`src/rtl/run_seq_pkg.sv`:
```
// Shared types and constants for the run sequencer slice.
package run_seq_pkg;

   localparam int unsigned CYCLE_W            = 16;
   localparam int unsigned HOLD_CYCLES_DEF    = 2;
   localparam int unsigned TIMEOUT_CYCLES_DEF = 1000;

   typedef enum logic [2:0] {
      IDLE,
      LOAD,
      HOLD,
      RUN,
      DUMP,
      DONE
   } seq_state_t;

endpackage

```
`src/rtl/run_cycle_counter.sv`:
```
// Saturating RUN-cycle counter with clear/enable and a terminal flag that
// fires in the cycle whose increment brings the count up to LIMIT.
module run_cycle_counter
   import run_seq_pkg::*;
#(
   parameter int unsigned LIMIT = TIMEOUT_CYCLES_DEF
) (
   input  logic               clk,
   input  logic               reset,
   input  logic               clear,
   input  logic               enable,
   output logic [CYCLE_W-1:0] count,
   output logic               term
);

   localparam logic [CYCLE_W-1:0] TERM_AT = CYCLE_W'(LIMIT - 1);

   always_ff @(posedge clk or negedge reset) begin
      if (!reset) begin
         count <= '0;
      end else if (clear) begin
         count <= '0;
      end else if (enable && (count != '1)) begin
         count <= count + 1'b1;
      end
   end

   // Compare against LIMIT-1 so the registered count equals LIMIT on exit.
   assign term = enable && (count == TERM_AT);

endmodule

```
`src/rtl/run_sequencer.sv`:
```
// Host-side preload / run / dump sequencer for the processor core.
// Optional watchdog: define RUN_WATCHDOG_EN to time out RUN after TIMEOUT_CYCLES.
module run_sequencer
   import run_seq_pkg::*;
#(
   parameter int unsigned HOLD_CYCLES    = HOLD_CYCLES_DEF,
   parameter int unsigned TIMEOUT_CYCLES = TIMEOUT_CYCLES_DEF
) (
   input  logic               clk,
   input  logic               reset,
   input  logic               start,
   input  logic [8:0]         dump_len,
   input  logic               load_valid,
   input  logic               load_last,
   input  logic [7:0]         load_data,
   output logic               load_ready,
   output logic               dm_wen,
   output logic [7:0]         dm_addr,
   output logic [7:0]         dm_wdata,
   input  logic [7:0]         dm_rdata,
   output logic               mem_sel,
   output logic               core_reset,
   input  logic               core_done,
   output logic               out_valid,
   output logic [7:0]         out_data,
   input  logic               out_ready,
   output logic               busy,
   output logic               finished,
   output logic               timed_out,
   output logic [CYCLE_W-1:0] cycle_count
);

`ifdef RUN_WATCHDOG_EN
   localparam logic WD_EN = 1'b1;
`else
   localparam logic WD_EN = 1'b0;
`endif

   localparam logic [15:0] HOLD_LAST = 16'(HOLD_CYCLES - 1);

   seq_state_t  state, state_next;
   logic [7:0]  load_addr;
   logic [7:0]  dump_addr;
   logic [8:0]  dump_left;
   logic [15:0] hold_cnt;
   logic        timed_out_r;
   logic        cnt_term;
   logic        wd_hit;
   logic        start_ok;
   logic        load_acc;
   logic        dump_hs;
   logic        timeout_now;

   assign start_ok    = start && ((state == IDLE) || (state == DONE));
   assign load_acc    = (state == LOAD) && load_valid;
   assign dump_hs     = out_valid && out_ready;
   assign wd_hit      = cnt_term & WD_EN;
   assign timeout_now = (state == RUN) && wd_hit && !core_done;

   run_cycle_counter #(
      .LIMIT (TIMEOUT_CYCLES)
   ) u_counter (
      .clk    (clk),
      .reset  (reset),
      .clear  (start_ok),
      .enable (state == RUN),
      .count  (cycle_count),
      .term   (cnt_term)
   );

   always_ff @(posedge clk or negedge reset) begin
      if (!reset) begin
         state <= IDLE;
      end else begin
         state <= state_next;
      end
   end

   always_ff @(posedge clk or negedge reset) begin
      if (!reset) begin
         load_addr   <= '0;
         dump_addr   <= '0;
         dump_left   <= '0;
         hold_cnt    <= '0;
         timed_out_r <= 1'b0;
      end else begin
         if (start_ok) begin
            load_addr   <= '0;
            dump_addr   <= '0;
            dump_left   <= dump_len;
            timed_out_r <= 1'b0;
         end else begin
            if (load_acc) begin
               load_addr <= load_addr + 1'b1;
            end
            if (dump_hs) begin
               dump_addr <= dump_addr + 1'b1;
               dump_left <= dump_left - 1'b1;
            end
            if (timeout_now) begin
               timed_out_r <= 1'b1;
            end
         end
         hold_cnt <= (state == HOLD) ? hold_cnt + 1'b1 : '0;
      end
   end

   always_comb begin
      state_next = state;
      load_ready = 1'b0;
      dm_wen     = 1'b0;
      dm_addr    = '0;
      dm_wdata   = '0;
      mem_sel    = 1'b1;
      core_reset = 1'b1;
      out_valid  = 1'b0;
      out_data   = '0;
      case (state)
         IDLE, DONE: begin
            if (start) state_next = LOAD;
         end
         LOAD: begin
            load_ready = 1'b1;
            dm_addr    = load_addr;
            if (load_valid) begin
               dm_wen   = 1'b1;
               dm_wdata = load_data;
               if (load_last) state_next = (HOLD_CYCLES == 0) ? RUN : HOLD;
            end
         end
         HOLD: begin
            if (hold_cnt == HOLD_LAST) state_next = RUN;
         end
         RUN: begin
            mem_sel    = 1'b0;
            core_reset = 1'b0;
            if (core_done || wd_hit) state_next = DUMP;
         end
         DUMP: begin
            dm_addr = dump_addr;
            // A zero-length dump spends one idle cycle here before DONE.
            if (dump_left != '0) begin
               out_valid = 1'b1;
               out_data  = dm_rdata;
               if (out_ready && (dump_left == 9'd1)) state_next = DONE;
            end else begin
               state_next = DONE;
            end
         end
         default: state_next = IDLE;
      endcase
   end

   assign busy      = (state == LOAD) || (state == HOLD) || (state == RUN) || (state == DUMP);
   assign finished  = (state == DONE);
   assign timed_out = timed_out_r;

endmodule

```
`config.mk`:
```
export PLATFORM = sky130hd
export DESIGN_NAME = run_sequencer
export DESIGN_NICKNAME = d
export VERILOG_FILES = /design/src/rtl/run_seq_pkg.sv /design/src/rtl/run_cycle_counter.sv /design/src/rtl/run_sequencer.sv
export SDC_FILE = /design/constraint.sdc
export NUM_CORES = 1
export LEC_CHECK = 0
export ABC_AREA = 1
export CAP_MARGIN = 15
export CORE_MARGIN = 3
export CORE_UTILIZATION = 56
export DETAILED_ROUTE_END_ITERATION = 6
export GPL_TIMING_DRIVEN = 1
export PLACE_DENSITY = 0.84
export SLEW_MARGIN = 30
export SYNTH_ARGS = -nofsm -noshare
export SYNTH_HDL_FRONTEND = slang
export SYNTH_SLANG_ARGS = --single-unit
```
`constraint.sdc`:
```
create_clock -name clk -period 4.9 [get_ports clk]
set_clock_uncertainty 0.2 [all_clocks]
set_input_delay 1.47 -clock clk [delete_from_list [all_inputs] [get_ports clk]]
set_output_delay 1.47 -clock clk [all_outputs]
set_load 0.05 [all_outputs]
```
==> summary.txt <==
Final Cell Area = 4950 um2
Clock network latency to the later pin of the worst-skew pair = 0.34 ns
Worst path cell trace = clkdlybuf4s50_1, inv_1, nor2_1, clkdlybuf4s50_1
Reg-to-reg endpoint = u_counter.count[11]$_DFFE_PN0P_
Cells after DPL = 713
Gpl congestion = 0.864
Fmax = 220 MHz
Crit-path max cell delay = 0.82 ns
Fin util = 0.758
PD cells = 448 nW/um2
Worst vdd ir = 0.000393 V
Post-synth EDFFs = 0
Cell taking the most area after synthesis = dfrtp_1
Die width = 89.1 um
Total Die Area = 7930 um2
Area of the multi-input gates = 2000 um2
CTS Root Cell = clkbuf_8
Routed Antenna Nets = 0
Worst Path Buf+Inv = 3
WS Path Type = primary input to output port
CTS tree = yes
Max Slew Vio Count = 0
Status = completed
Post-synth top flop = dfrtp_1
Hold_buf cts = 0
Hold path cells = 2
Synth Area in XOR/XNOR = 0.0385
Post-synthesis async set-or-reset flop share = 1.00
Mapped Cells = 571
Vias in the first global route = 3,789
Starting DRT DRC Count = 279
R2R Path Start = u_counter.count[0]$_DFFE_PN0P_
Most instantiated cells after synthesis = nand2_1 (169), nor2_1 (71), inv_1 (69)
All-Layer GR Usage = 0.260
Clock Sinks = 60
DR vias/cell = 5.47
Leakage = 2.38 nW
Total power = 2.22 mW
Total gr overflow = 0
Worst path arrival time = 2.88 ns
I/O pin count = 80
PortBufs = 78
Count leader, synth = nand2_1
Largest net degree at the start of global routing = 52
Delay-heaviest family, CP = buffers and inverters
Clock H-tree levels = 3
Mapped Nets = 610
Area grow syn2layout = 28.2%
Reg2Reg Depth = 9
Syn_area_per_cell = 6.77 um2
Starting Density = 0.592
Crit Path Max Fanout = 1
Initial antenna violation count = 0
Num CTS Buffers = 9
Total via count in the routed design = 3,987
Worst Tran Pin Value = 0.817 ns
Post-synthesis simple-gate area fraction = 0.390
Final std cells w/o fill = 729
Critical hold path startpoint = dump_left[1]$_DFFE_PN0P_
Top post-synthesis cells by area = dfrtp_1 (39%), nand2_1 (16%), nand3_1 (7.3%), nor2_1 (6.9%), inv_1 (6.7%)
Complex-gate fraction of the synthesized area = 0.0648
Total Routed Length = 9740 um
Synth top area share = 0.389
Syn. warnings = 0
Setup TNS = 0 ns
Layout Nets = 686
Synth Area in Adders = 0.0227
Hold Path Class = register to register
Final Hold Viols = 0
Critical Path Source Type = primary input
Share of cells above drive strength 1 = 0.0752
Clock tree buffer depth = 2
Worst Path Required = 3.23 ns
Core area = 6530 um2
R2R Setup Slk = 2.23 ns
RSZ-0062 raised after global routing = false
Crit-path most repeated cell = clkdlybuf4s50_1
Detailed-route DRC error count = 0
Nature of the critical path endpoint = output port
# diodes = 0
Seq/Total Area, Yosys = 0.389
Tmin final = 4.55 ns
Synth unique cells = 33
HPWL after DPL = 7070 um
Fillers = 528
Post-CTS setup buffer count = 0
Placed inst area = 4740 um2
Synthesized cell area = 3860 um2
Max-cap viol count = 0
Site row count = 29
Post-CTS sizing = 0
First-pass iteration count of the detailed router = 5
First-pass GRT wire length = 16,300 um
Clock slew at the register clock pins of the worst setup and hold paths = 0.06 ns
Mux contribution to synthesized area = 0
Fin crit share = 0.928
Largest family of logic cells by synthesized area = simple AND/OR/NAND/NOR gates
Die Ht = 89.1 um
Critical-path top delay cell = clkdlybuf4s50_1
Hold EP = dump_left[1]$_DFFE_PN0P_
Synthesized flop and latch total = 60
Final setup viols = 0
WL/cell = 13.4 um
Rel. slew slack = 0.453
Reg area = 1500 um2
-- metrics by stage --
stage / setup WS [ns] / hold WS [ns]
final: 0.353 / 0.308
after global routing: 0.294 / 0.337
after CTS: 0.342 / 0.311
after detailed placement: 0.350 / 0.295
after global placement: 0.370 / 0.276
after floorplan: 0.770 / 0.261
-- sequential cells by signal (all words and copies together), names as in the netlist --
register,flops
dump_addr,8
dump_left,9
hold_cnt,16
load_addr,8
state,3
u_counter.count,16
-- where the power goes --
group	leakage [nW]	switching [mW]	total, mW	internal, mW
sequential	0.818	0.0953	0.671	0.576
combinational	1.45	0.719	1.05	0.333
clock	0.113	0.196	0.494	0.298
total	2.38	1.01	2.22	1.21
-- worst max-delay path by stage --
stage	from	end	cells past startpoint
after global routing	dm_rdata[6]	out_data[6]	4
after floorplan	load_valid	dm_wdata[0]	3
after CTS	dm_rdata[2]	out_data[2]	4
after global placement	dm_rdata[4]	out_data[4]	4
final	dm_rdata[2]	out_data[2]	4
after detailed placement	dm_rdata[2]	out_data[2]	4
-- worst register-to-register path: cells and delay by family (launching register included) --
kind	cells	cell delay [ns]
DFF	1	0.46
buffers and inverters	1	0.17
adders and majority gates	1	0.27
and+or+nand+nor	7	1.51
-- final cells by class --
type                       instances  area share
inverter                          78      0.0591
sequential                        60       0.303
clock buffer                      11      0.0285
multi-input combinational        418       0.403
clock inverter                     5      0.0152
timing repair buffer              80       0.172
tap                               77      0.0194
-- routing by layer --
layer / routed length, um / global-route usage / vias up / share of wire
li1: - / - / 1973 / -
met4: 128 / 0.0717 / 0 / 0.013
met1: 4080 / 0.324 / 1828 / 0.42
met2: 4710 / 0.448 / 170 / 0.48
met3: 822 / 0.0682 / 16 / 0.084
met5: 0 / 0 / - / 0
-- layout by cell type (no fill, tap or decap), types with 2 or more instances in the layout --
cell type,Yosys,routed
inv_1,69,69
nor3_1,14,14
nand4_1,21,21
xor2_1,14,14
nor3_2,3,3
nor2_2,4,4
ha_1,7,7
a21oi_1,7,7
o21bai_1,4,4
o21ai_0,11,11
nor4_1,2,2
xnor2_1,3,3
buf_12,0,7
clkdlybuf4s50_1,0,65
dfrtp_1,60,60
nand3_1,56,56
inv_2,8,8
nand2_2,2,2
clkinv_2,0,3
buf_4,3,8
nand2_1,169,169
nor2_1,71,71
bufinv_16,0,2
o22ai_1,5,5
clkbuf_8,0,10
o21ai_1,17,17
-- cells by family (layout without fill, tap and decap cells) --
logic type / count (synthesis) / in the layout
and+or+nand+nor: 347 / 347
buffers and inverters: 93 / 174
DFF: 60 / 60
AOI/OAI and AO/OA: 46 / 46
xor gates and xnor gates: 17 / 17
adders and majority gates: 7 / 7
other: 1 / 1
Note: power is estimated with default switching activity, not from simulation.
